`config.mk`:
```
export PLATFORM = sky130hd
export DESIGN_NAME = egd_bs_ingress
export DESIGN_NICKNAME = d
export VERILOG_FILES = /design/src/rtl/egd_pkg.sv /design/src/rtl/egd_sync2.sv /design/src/rtl/egd_bs_ingress.sv
export SDC_FILE = /design/constraint.sdc
export NUM_CORES = 1
export LEC_CHECK = 0
export CAP_MARGIN = 10
export CORE_AREA = 10 10 118 120
export DETAILED_ROUTE_END_ITERATION = 16
export DIE_AREA = 0 0 128 130
export PLACE_DENSITY = 0.78
export SYNTH_ARGS = -nofsm -noshare
export SYNTH_HDL_FRONTEND = slang
export SYNTH_SLANG_ARGS = --single-unit
```
`constraint.sdc`:
```
create_clock -name wb_clk_i -period 3.94 [get_ports wb_clk_i]
set_input_delay 0.394 -clock wb_clk_i [delete_from_list [all_inputs] [get_ports wb_clk_i]]
set_output_delay 0.394 -clock wb_clk_i [all_outputs]
set_load 0.1 [all_outputs]
```
`src/rtl/egd_pkg.sv`:
```
// egd_pkg: shared constants and types for the bitstream ingress path.
//   - Default bitstream word width and FIFO depth.
//   - LA bit positions used by the wrapper to map LA lines onto this block.
//   - FIFO pointer type: one extra MSB distinguishes full from empty.
package egd_pkg;

  localparam int EGD_BS_W     = 16;
  localparam int EGD_BS_DEPTH = 8;
  localparam int EGD_BS_AW    = $clog2(EGD_BS_DEPTH);

  // LA bit map (CPU -> block)
  localparam int LA_WDATA_LSB = 32;
  localparam int LA_WDATA_MSB = 47;
  localparam int LA_WR_TGL    = 48;
  localparam int LA_FLUSH     = 49;

  // LA bit map (block -> CPU)
  localparam int LA_ACK       = 16;
  localparam int LA_FULL      = 17;
  localparam int LA_OVF       = 18;
  localparam int LA_LEVEL_LSB = 19;
  localparam int LA_LEVEL_MSB = 22;

  typedef logic [EGD_BS_AW:0] egd_ptr_t;

endpackage

```
`src/rtl/egd_sync2.sv`:
```
// egd_sync2: two-flop single-bit synchronizer, async active-low reset.
//   clk_i   - destination clock
//   rst_n_i - async reset, active low (both flops clear to 0)
//   d_i     - asynchronous input bit
//   q_o     - synchronized output (second flop)
module egd_sync2 (
  input  logic clk_i,
  input  logic rst_n_i,
  input  logic d_i,
  output logic q_o
);

  logic s1_q, s2_q;

  always_ff @(posedge clk_i or negedge rst_n_i) begin
    if (!rst_n_i) begin
      s1_q <= 1'b0;
      s2_q <= 1'b0;
    end else begin
      s1_q <= d_i;
      s2_q <= s1_q;
    end
  end

  assign q_o = s2_q;

endmodule

```
`src/rtl/egd_bs_ingress.sv`:
```
// egd_bs_ingress: LA-driven bitstream ingress FIFO feeding the H.264 core.
//   wb_clk_i, wb_rst_n_i  - clock, async active-low reset
//   la_oenb_i             - 1 = ignore LA write/flush lines
//   la_wdata_i            - word, stable from toggle until ack
//   la_wr_tgl_i           - each level change requests one write
//   la_flush_i            - level flush request
//   la_ack_tgl_o          - flips once per consumed request
//   la_full_o, la_level_o - FIFO full flag and fill level (0..DEPTH)
//   la_ovf_o              - sticky: a word was dropped on full
//   dec_data_o/valid_o/ready_i - first-word-fall-through decoder port
module egd_bs_ingress
  import egd_pkg::*;
#(
  parameter int DATA_W = EGD_BS_W,
  parameter int DEPTH  = EGD_BS_DEPTH,
  parameter int ADDR_W = $clog2(DEPTH)
) (
  input  logic              wb_clk_i,
  input  logic              wb_rst_n_i,
  input  logic              la_oenb_i,
  input  logic [DATA_W-1:0] la_wdata_i,
  input  logic              la_wr_tgl_i,
  input  logic              la_flush_i,
  output logic              la_ack_tgl_o,
  output logic              la_full_o,
  output logic [ADDR_W:0]   la_level_o,
  output logic              la_ovf_o,
  output logic [DATA_W-1:0] dec_data_o,
  output logic              dec_valid_o,
  input  logic              dec_ready_i
);

  localparam logic [ADDR_W:0] PTR_ONE = {{ADDR_W{1'b0}}, 1'b1};

  logic wr_s2, flush_s2;

  egd_sync2 u_sync_wr (
    .clk_i  (wb_clk_i),
    .rst_n_i(wb_rst_n_i),
    .d_i    (la_wr_tgl_i),
    .q_o    (wr_s2)
  );

  egd_sync2 u_sync_flush (
    .clk_i  (wb_clk_i),
    .rst_n_i(wb_rst_n_i),
    .d_i    (la_flush_i),
    .q_o    (flush_s2)
  );

  logic [DEPTH-1:0][DATA_W-1:0] mem_q;
  logic [ADDR_W:0] wr_ptr_q, wr_ptr_d, rd_ptr_q, rd_ptr_d;
  logic            t_prev_q;
  logic            ack_q, ack_d;
  logic            ovf_q, ovf_d;
  logic            push;

  logic pending, flush_act, empty, full, pop;

  // t_prev follows s2 even while the LA is disowned, so toggles seen
  // with la_oenb_i high are swallowed rather than replayed later.
  assign pending   = (wr_s2 != t_prev_q) && !la_oenb_i;
  assign flush_act = flush_s2 && !la_oenb_i;

  assign empty = (wr_ptr_q == rd_ptr_q);
  assign full  = (wr_ptr_q[ADDR_W] != rd_ptr_q[ADDR_W]) &&
                 (wr_ptr_q[ADDR_W-1:0] == rd_ptr_q[ADDR_W-1:0]);

  // Valid is masked during flush so no word is popped while pointers clear.
  assign dec_valid_o = !empty && !flush_act;
  assign dec_data_o  = mem_q[rd_ptr_q[ADDR_W-1:0]];
  assign pop         = dec_valid_o && dec_ready_i;

  always_comb begin
    wr_ptr_d = wr_ptr_q;
    rd_ptr_d = rd_ptr_q;
    ovf_d    = ovf_q;
    ack_d    = ack_q;
    push     = 1'b0;
    if (pending) ack_d = ~ack_q;
    if (flush_act) begin
      wr_ptr_d = '0;
      rd_ptr_d = '0;
      ovf_d    = 1'b0;
    end else begin
      if (pop) rd_ptr_d = rd_ptr_q + PTR_ONE;
      if (pending) begin
        // A pop in the same cycle frees the slot the push needs.
        if (full && !pop) begin
          ovf_d = 1'b1;
        end else begin
          push     = 1'b1;
          wr_ptr_d = wr_ptr_q + PTR_ONE;
        end
      end
    end
  end

  always_ff @(posedge wb_clk_i or negedge wb_rst_n_i) begin
    if (!wb_rst_n_i) begin
      mem_q    <= '0;
      wr_ptr_q <= '0;
      rd_ptr_q <= '0;
      t_prev_q <= 1'b0;
      ack_q    <= 1'b0;
      ovf_q    <= 1'b0;
    end else begin
      t_prev_q <= wr_s2;
      wr_ptr_q <= wr_ptr_d;
      rd_ptr_q <= rd_ptr_d;
      ack_q    <= ack_d;
      ovf_q    <= ovf_d;
      if (push) mem_q[wr_ptr_q[ADDR_W-1:0]] <= la_wdata_i;
    end
  end

  assign la_ack_tgl_o = ack_q;
  assign la_ovf_o     = ovf_q;
  assign la_full_o    = full;
  assign la_level_o   = wr_ptr_q - rd_ptr_q;

endmodule
```
Word level (Yosys, flattened, before mapping). Cells that the tools add are included.

Bitwise logic cells: 1. Equal/unequal tests: 5. Add/subtract/negate cells: 3. $lt $le $gt $ge: 3. Reduce and logical (&&, ||, !) cells: 16. Muxes and demuxes: 16.

Operator list (count): bitwise mux 128 bit (1); binary-select mux 16 bit (select 3 bit) (1); demux 16 bit (select 3 bit) (1); 2-to-1 mux 16 bit (2); 2-to-1 mux 4 bit (5); adder 4 x 1 -> 4 bit, second input constant (2); < comparator 3 x 4 -> 1 bit, second input constant (2); logical AND 1 bit (7); 2-to-1 mux 1 bit (6); nonzero test 2 bit (3); equality test 4 bit (1); zero test 1 bit (4); AND reduction 2 bit (2); subtractor 4 bit (1); equality test 3 bit (1); >= comparator 3 x 1 -> 1 bit, second input constant (1); != test 1 bit (2); != test 2 bit, second input constant (1); inverter 1 bit (1).

Output and inout bits: 24. Input port bits: 22. Word-level logic and storage cells: 61. Register bits after elaboration: 143.

Logic depth before layout (Yosys ltp). Gate-level depths: netlist of run 1.

Depth in word-level cells: 10. Depth in mapped cells: 10. Gate-level depth less buffers: 6.

Cells and area by module. From an unflattened synthesis of run 1, not the netlist that was laid out.

Cells, all modules: 453. Area total of the unflattened synthesis: 6702.7 µm².

Modules (own cells, without submodules): egd_bs_ingress (instances 1, seq. area each 3478.3 µm², area an instance 6602.6 µm², cells each 449); egd_sync2 (instances 2, seq. area each 50.0 µm², area an instance 50.0 µm², cells each 2).

Worst setup path before layout of run 1. Ideal clock, no wire load.

Path kind: register -> output. Start point: reg rd_ptr_q[1]. End point: out la_level_o[3]. Cell stages (with the launch flop): 8. Setup slack: 0.487 ns. Arrival: 3.059 ns. Path buffers: 2. Required time: 3.546 ns. Cell sequence: dfrtp_1 clkbuf_1 clkbuf_1 inv_1 ha_1 a21o_1 a21oi_1 xnor2_1.

Longest elaborated chain between the ends: 1.

RTL lines: start, declared (RTL line egd_bs_ingress.sv:52) `logic [ADDR_W:0] wr_ptr_q, wr_ptr_d, rd_ptr_q, rd_ptr_d;`; start signal, assigned (RTL line egd_bs_ingress.sv:110) `rd_ptr_q <= rd_ptr_d;`; subtractor 4 bit (RTL line egd_bs_ingress.sv:120) `assign la_level_o = wr_ptr_q - rd_ptr_q;`; end, declared (RTL line egd_bs_ingress.sv:26) `output logic [ADDR_W:0] la_level_o,`.

Every way passes these cells.

Worst setup path in the final report of run 1.
Start point: reg wr_ptr_q[0]. End point: reg mem_q[39] (netlist name).

Longest elaborated chain between the ends: 9. Elaborated cells on any way between the ends: 17. Those cells by class: order compare (2); eq/ne (2); mux (6); reduce/logical (7).

RTL lines: start, declared (RTL line egd_bs_ingress.sv:52); start signal, assigned (RTL line egd_bs_ingress.sv:109) `wr_ptr_q <= wr_ptr_d;`; branches (longest 9 deep; another with < comparator 3 x 4 -> 1 bit); end signal, assigned by index (RTL line egd_bs_ingress.sv:113) `if (push) mem_q[wr_ptr_q[ADDR_W-1:0]] <= la_wdata_i;`; end, declared (RTL line egd_bs_ingress.sv:51) `logic [DEPTH-1:0][DATA_W-1:0] mem_q;`.

Several ways; the timed one is not identified. A chain may end at the register's enable or synchronous reset.

==> reports/metrics.yaml, run 1 <==
status: "finished clean"
synthesis.area_um2: 6640
drive_above_1_share_pct: 44.2
critical_path_class: "flip-flop to flip-flop"
max_freq_mhz: 329
crit_chain: "inv_1 > ha_1 > nand3_1 > a211oi_4 > or3_1 > mux2_2"
route.met3.wl_um: 511
report.final.setup_viol: 0
fin_skew_ps: 6.31
syn2layout_area_growth_pct: 15.7
cp-end-kind: "flip-flop"
numCtsBuffers: 17
rsz0062_at_grt: "no"
leakage_nw: 3.60
comb_power_share_pct: 47.1
finalSetupTns_ps: 0
instances_no_fill: 654
synth-seq-cells: 143
cts_resized: 0
drv_slew: 0
io_buffer_count: 45
first_global_vias: 4266
cts_setup_buffers: 0
drt-pass1-iter-count: 4
routedWlPerCell_um: 20.9
sequentialPowerShare_pct: 31.5
fin_crit_sh_pct: 77.2
fillers: 854
num_vias: 3894
max-vdd-ir-drop_uv: 858
grtUsageTotal_pct: 17.5
die_w_um: 128
dp.cells: 627
nNetsFinal: 527
power_density_nw_per_um2: 860
rr_startpoint: "wr_ptr_q[0]"
initial_core_util_pct: 56.7
antenna_found_initial: 0
final-hold-violation-count: 0
netlist_instances: 447
synthArstFlopShare_pct: 100
synth-edff-count: 0
period_needed_ps: 3040
synth_fp_nets: 475
drt_iter0_drc: 179
grt_pass1_wl_um: 22600
worst_setup_path_start_kind: "flip-flop"
met1_length_um: 6050
cts_sinks: 143
grt_max_degree: 119
synth_ff_type: "dfrtp_1"
synth_cell_types: 39
dpl-instance-area_um2: 7160
antennaDiodeCount: 0
cts_tree: "built"
avgSynthCellArea_um2: 14.8
fin_area_um2: 7680
critPathMaxFanout: 16
core_um2: 11700
reg2reg_depth: 6
worstMarginPinSlew_ps: 1080
gp_congestion: 0.788
r2r_setup_slack_ps: 900
max-clock-path-buffers: 2
p_sw_mw: 2.81
layout_setup_ws_ps: 900
arrival_ps: 3340
yosysWarnings: 0
place_worst_setup_slack_ps: 926
slew_headroom_pct: 27.7
hpwlAfterDp_um: 8480
p_int_mw: 3.79
cp_slowest_cell: "or3_1"
r2r_end: "mem_q[39]"
power_frac_clock_pct: 21.4
swShare_pct: 42.6
rows: 40
num_io_pins: 46
antenna_left: 0
final_common_cell: "dfrtp_1"
overflow: 0
top_layer: "met4"
dieArea_um2: 16600
cts_htree_levels: 4
clk_pin_slew_ps: 50
critPathCapture: "mem_q[39]"
holdBufCountCts: 0
root_buffer: "clkbuf_16"
clock_latency_ps: 420
worstSetupStartpoint: "wr_ptr_q[0]"
route.met2.wl_um: 6850
hold_class: "input pin to asynchronous set/reset pin"
drc_errors: 0
dieHeight_um: 130
layout_common_cells: "142 x dfrtp_1, 123 x mux2_2, 50 x nand2_1"
totalWireLength_um: 13700
worst_ep_required_time_ps: 4240
yosysSeqAreaShare_pct: 53.9
maxCapViolCount: 0
routed_via_density: 5.95
critPathMaxStageDelay_ps: 790
cells in the mapped netlist (2+ instances only):
cell,n,area share [%]
mux2i_1,2,0.30
mux4_2,32,11
clkinv_1,2,0.11
mux2_2,123,21
nor3_1,2,0.15
buf_4,5,0.57
nand4_1,5,0.47
ha_1,5,0.94
clkbuf_1,8,0.45
nor2_1,10,0.57
buf_2,3,0.23
inv_1,6,0.34
o21ai_0,2,0.15
nand3_1,2,0.15
and3_1,2,0.19
nand2_1,50,2.8
nor3_2,5,0.75
dfrtp_1,143,54
buf_6,6,1.0
mux2_4,5,1.1
xnor2_1,3,0.40
o211ai_1,2,0.23
xor2_1,5,0.66
nor2b_1,2,0.19
or3_1,3,0.28
logic make-up after synthesis:
| logic type | synth area share, % |
|---|---|
| multiplexers | 33.2 |
| flip-flops | 53.9 |
| AND/OR/NAND/NOR | 5.68 |
| buffers and inverters | 2.94 |
| AO/OA/AOI/OAI | 1.75 |
| XOR/XNOR | 1.30 |
| adder cells (fa/ha/maj) | 1.24 |
critical path, delay by kind of cell (launching register included):
family          cells  cell delay (ps)
fa+ha+maj           1              320
mux                 1              410
simple gates        2             1060
compound gates      1              470
buf+inv             1              140
flops               1              500
stage by stage:
stage | hold WS [ps] | utilization, % | total power [mW]
finish | 100 | 65.6 | 6.60
CTS | 190 | 65.6 | 6.66
global route | 197 | 65.6 | 6.91
floorplan | 98.4 | - | 4.56
detailed placement | 337 | 61.2 | 5.24
global placement | 335 | 61.2 | 5.16
state kept, by name (all words and copies together), names as in the netlist:
| name | count |
|---|---|
| mem_q | 128 |
| u_sync_flush.q_o | 1 |
| wr_ptr_q | 4 |
| rd_ptr_q | 4 |
| u_sync_wr.s1_q | 1 |
| u_sync_wr.q_o | 1 |
| la_ovf_o | 1 |
| la_ack_tgl_o | 1 |
| u_sync_flush.s1_q | 1 |
| t_prev_q | 1 |
metal layers:
metal | up-vias | GRT usage [%]
li1 | 1727 | -
met1 | 2072 | 22.1
met2 | 74 | 28.5
met3 | 21 | 3.89
met4 | 0 | 7.55
met5 | - | 0
cell type report:
class / count / area [um2] / area share, %
timing repair buffer: 56 / 507 / 6.60
clock buffer: 26 / 509 / 6.63
tap: 147 / 184 / 2.40
multi-input combinational: 273 / 2860 / 37.3
inverter: 8 / 30.0 / 0.391
sequential: 143 / 3580 / 46.6
clock inverter: 1 / 5.00 / 0.0652
how the worst min path moves through the flow:
stage	startpoint	end	slack, ps	cells after the start
2_1_floorplan	wb_rst_n_i	la_ack_tgl_o	100	0
3_3_place_gp	u_sync_wr.s1_q	u_sync_wr.q_o	340	0
3_5_place_dp	u_sync_flush.s1_q	u_sync_flush.q_o	340	0
4_1_cts	wb_rst_n_i	rd_ptr_q[1]	190	1
5_1_grt	wb_rst_n_i	rd_ptr_q[1]	200	1
6_report	wb_rst_n_i	rd_ptr_q[1]	100	1
power by group through the flow:
stage	Combinational, mW	Clock, mW	Sequential [mW]
3_3_place_gp	3.09	0	2.07
6_report	3.11	1.41	2.08
3_5_place_dp	3.14	0	2.10
5_1_grt	3.29	1.49	2.13
2_1_floorplan	2.49	0	2.06
4_1_cts	3.14	1.43	2.08
(Power assumes the default switching activity.)
==> run 2, diff against run 1 <==
--- a/config.mk
+++ b/config.mk
@@ -6,10 +6,10 @@
 export NUM_CORES = 1
 export LEC_CHECK = 0
 export CAP_MARGIN = 10
-export CORE_AREA = 10 10 118 120
+export CORE_AREA = 10 10 123 125
 export DETAILED_ROUTE_END_ITERATION = 16
-export DIE_AREA = 0 0 128 130
-export PLACE_DENSITY = 0.78
+export DIE_AREA = 0 0 133 135
+export PLACE_DENSITY = 0.75
 export SYNTH_ARGS = -nofsm -noshare
 export SYNTH_HDL_FRONTEND = slang
 export SYNTH_SLANG_ARGS = --single-unit
==> constraint.sdc (replaced) <==
create_clock -name wb_clk_i -period 2.5 [get_ports wb_clk_i]
set_input_delay 0.25 -clock wb_clk_i [delete_from_list [all_inputs] [get_ports wb_clk_i]]
set_output_delay 0.25 -clock wb_clk_i [all_outputs]
set_load 0.1 [all_outputs]
==> run 2 against run 1 <==
Hold slack better by 190 ps. First-iteration DRC count up 22%. Combinational power up 88%. Non-clock buffer count up 13. Register-to-register slack worse by 720 ps. Via count up 1.7%. Largest power group unchanged.
==> reports/metrics.yaml, run 2 (synthesized netlist as in run 1, its figures left out) <==
io_buffer_count: 45  # unchanged
layout_common_cells: "142 x dfrtp_1, 123 x mux2_2, 50 x nand2_1"  # unchanged
crit_chain: "buf_4 > mux4_2 > nand2_1 > nand2_1 > buf_12"  # was inv_1 > ha_1 > nand3_1 > a211oi_4 > or3_1 > mux2_2
cp-end-kind: "output port"  # was flip-flop
nNetsFinal: 540  # was 527
initial_core_util_pct: 52.8  # was 56.7%
report.final.setup_viol: 0  # unchanged
drive_above_1_share_pct: 47.7  # was 44.2%
final-hold-violation-count: 0  # unchanged
worstMarginPinSlew_ps: 674  # was 1080 ps
cts_tree: "built"  # unchanged
critical_path_class: "flip-flop to output port"  # was flip-flop to flip-flop
dpl-instance-area_um2: 7590  # was 7160 um2
drt-pass1-iter-count: 4  # unchanged
overflow: 0  # unchanged
layout_setup_ws_ps: 165  # was 900 ps
max_freq_mhz: 428
worst_setup_path_start_kind: "flip-flop"  # unchanged
antenna_found_initial: 0  # unchanged
slew_headroom_pct: 55.1  # was 27.7%
cp_top_family: "buffers and inverters"  # was simple AND/OR/NAND/NOR gates
numCtsBuffers: 17  # unchanged
totalWireLength_um: 14200  # was 13700 um
instances_no_fill: 696  # was 654
critPathMaxStageDelay_ps: 500  # was 790 ps
antenna_left: 0  # unchanged
cts_htree_levels: 4  # unchanged
die_w_um: 133  # was 128 um
period_needed_ps: 2340
max-clock-path-buffers: 2  # unchanged
place_worst_setup_slack_ps: 146  # was 926 ps
dieArea_um2: 18000  # was 16600 um2
leakage_nw: 3.82  # was 3.60 nW
final_common_cell: "dfrtp_1"  # unchanged
dieHeight_um: 135  # was 130 um
arrival_ps: 2090  # was 3340 ps
fin_area_um2: 8230  # was 7680 um2
maxCapViolCount: 0  # unchanged
core_um2: 12600  # was 11700 um2
finalPower_mw: 11.8  # was 6.60 mW
clock_latency_ps: 420  # about the same
cts_sinks: 143  # unchanged
crit_path_frequent_cell: "nand2_1"
rows: 41  # was 40
num_vias: 3961  # was 3894
rsz0062_at_grt: "no"  # unchanged
num_io_pins: 46  # unchanged
fin_skew_ps: 8.92  # was 6.31 ps
cts_setup_buffers: 0  # unchanged
grt_max_degree: 73  # was 119
first_global_vias: 4389  # was 4266
routedWlPerCell_um: 20.3  # was 20.9 um
worst_ep_required_time_ps: 2250  # was 4240 ps
antennaDiodeCount: 0  # unchanged
critPathMaxFanout: 36  # was 16
drv_slew: 0  # unchanged
cp_slowest_cell: "buf_4"  # was or3_1
whs_ps: 290  # was 100 ps
drc_errors: 0  # unchanged
fin_crit_sh_pct: 93.4
status: "finished clean"  # unchanged
routed_via_density: 5.69  # was 5.95
regMostFlops: "mem_q"  # unchanged
critPathBufInv: 2  # was 1
dp.cells: 664  # was 627
hold_class: "input pin to flip-flop"  # was input pin to asynchronous set/reset pin
syn2layout_area_growth_pct: 24.0  # was 15.7%
clk_pin_slew_ps: 60  # was 50 ps
utilization_pct: 65.5  # was 65.6%
max-vdd-ir-drop_uv: 1180  # was 858 uV
largest_register_ffs: 128  # unchanged
grtUsageTotal_pct: 16.6  # was 17.5%
reg_top3: "mem_q (128), rd_ptr_q (4), wr_ptr_q (4)"  # unchanged
root_buffer: "clkbuf_16"  # unchanged
drt_iter0_drc: 218  # was 179
finalSetupTns_ps: 0  # unchanged
hpwlAfterDp_um: 9090  # was 8480 um
gp_congestion: 0.801  # was 0.788
fillers: 898  # was 854
grt_pass1_wl_um: 23200  # was 22600 um
power_density_nw_per_um2: 1440  # was 860 nW/um2
## run 2: final cells by class
| cell class | count | area (um2) | share of cell area, % |
|---|---|---|---|
| Sequential cell | 143 | 3580 | 43.5 |
| Multi-Input combinational cell | 273 | 2900 | 35.2 |
| Timing Repair Buffer | 69 | 878 | 10.7 |
| Clock buffer | 23 | 468 | 5.69 |
| Tap cell | 172 | 215 | 2.62 |
| Clock inverter | 8 | 155 | 1.89 |
| Inverter | 8 | 31.3 | 0.380 |
## run 2: final timing paths
kind                       slack, ps             end           start  cells past startpoint
min reg2reg                      350   u_sync_wr.q_o  u_sync_wr.s1_q                      0
min                              290  u_sync_wr.s1_q     la_wr_tgl_i                      1
max in group asynchronous       1300       mem_q[72]      wb_rst_n_i                      3
min in group asynchronous        430       mem_q[79]      wb_rst_n_i                      2
max reg2reg                      180       mem_q[45]     wr_ptr_q[0]                      7
max                              160   dec_data_o[6]     rd_ptr_q[1]                      5
## run 2: power by group
part           internal, mW  switching [mW]  leakage, nW  total, mW
Combinational          2.41            3.45         1.64       5.86
Clock                  1.73           0.951        0.302       2.68
Sequential             2.95           0.331         1.88       3.28
Total                  7.08            4.73         3.82       11.8
## run 2: routing by layer
layer  track usage [%]  wire length (um)  up-vias
met4              6.66               312        0
met3              4.82               493       25
li1                  -                 -     1756
met5                 0                 0        -
met1              19.7              6190     2106
met2              27.8              7170       74
## run 2: timing repair
action,in CTS,in global routing
hold endpoints to repair,70,0
hold buffers,1,0
setup endpoints to repair,0,7
resized for setup,0,1
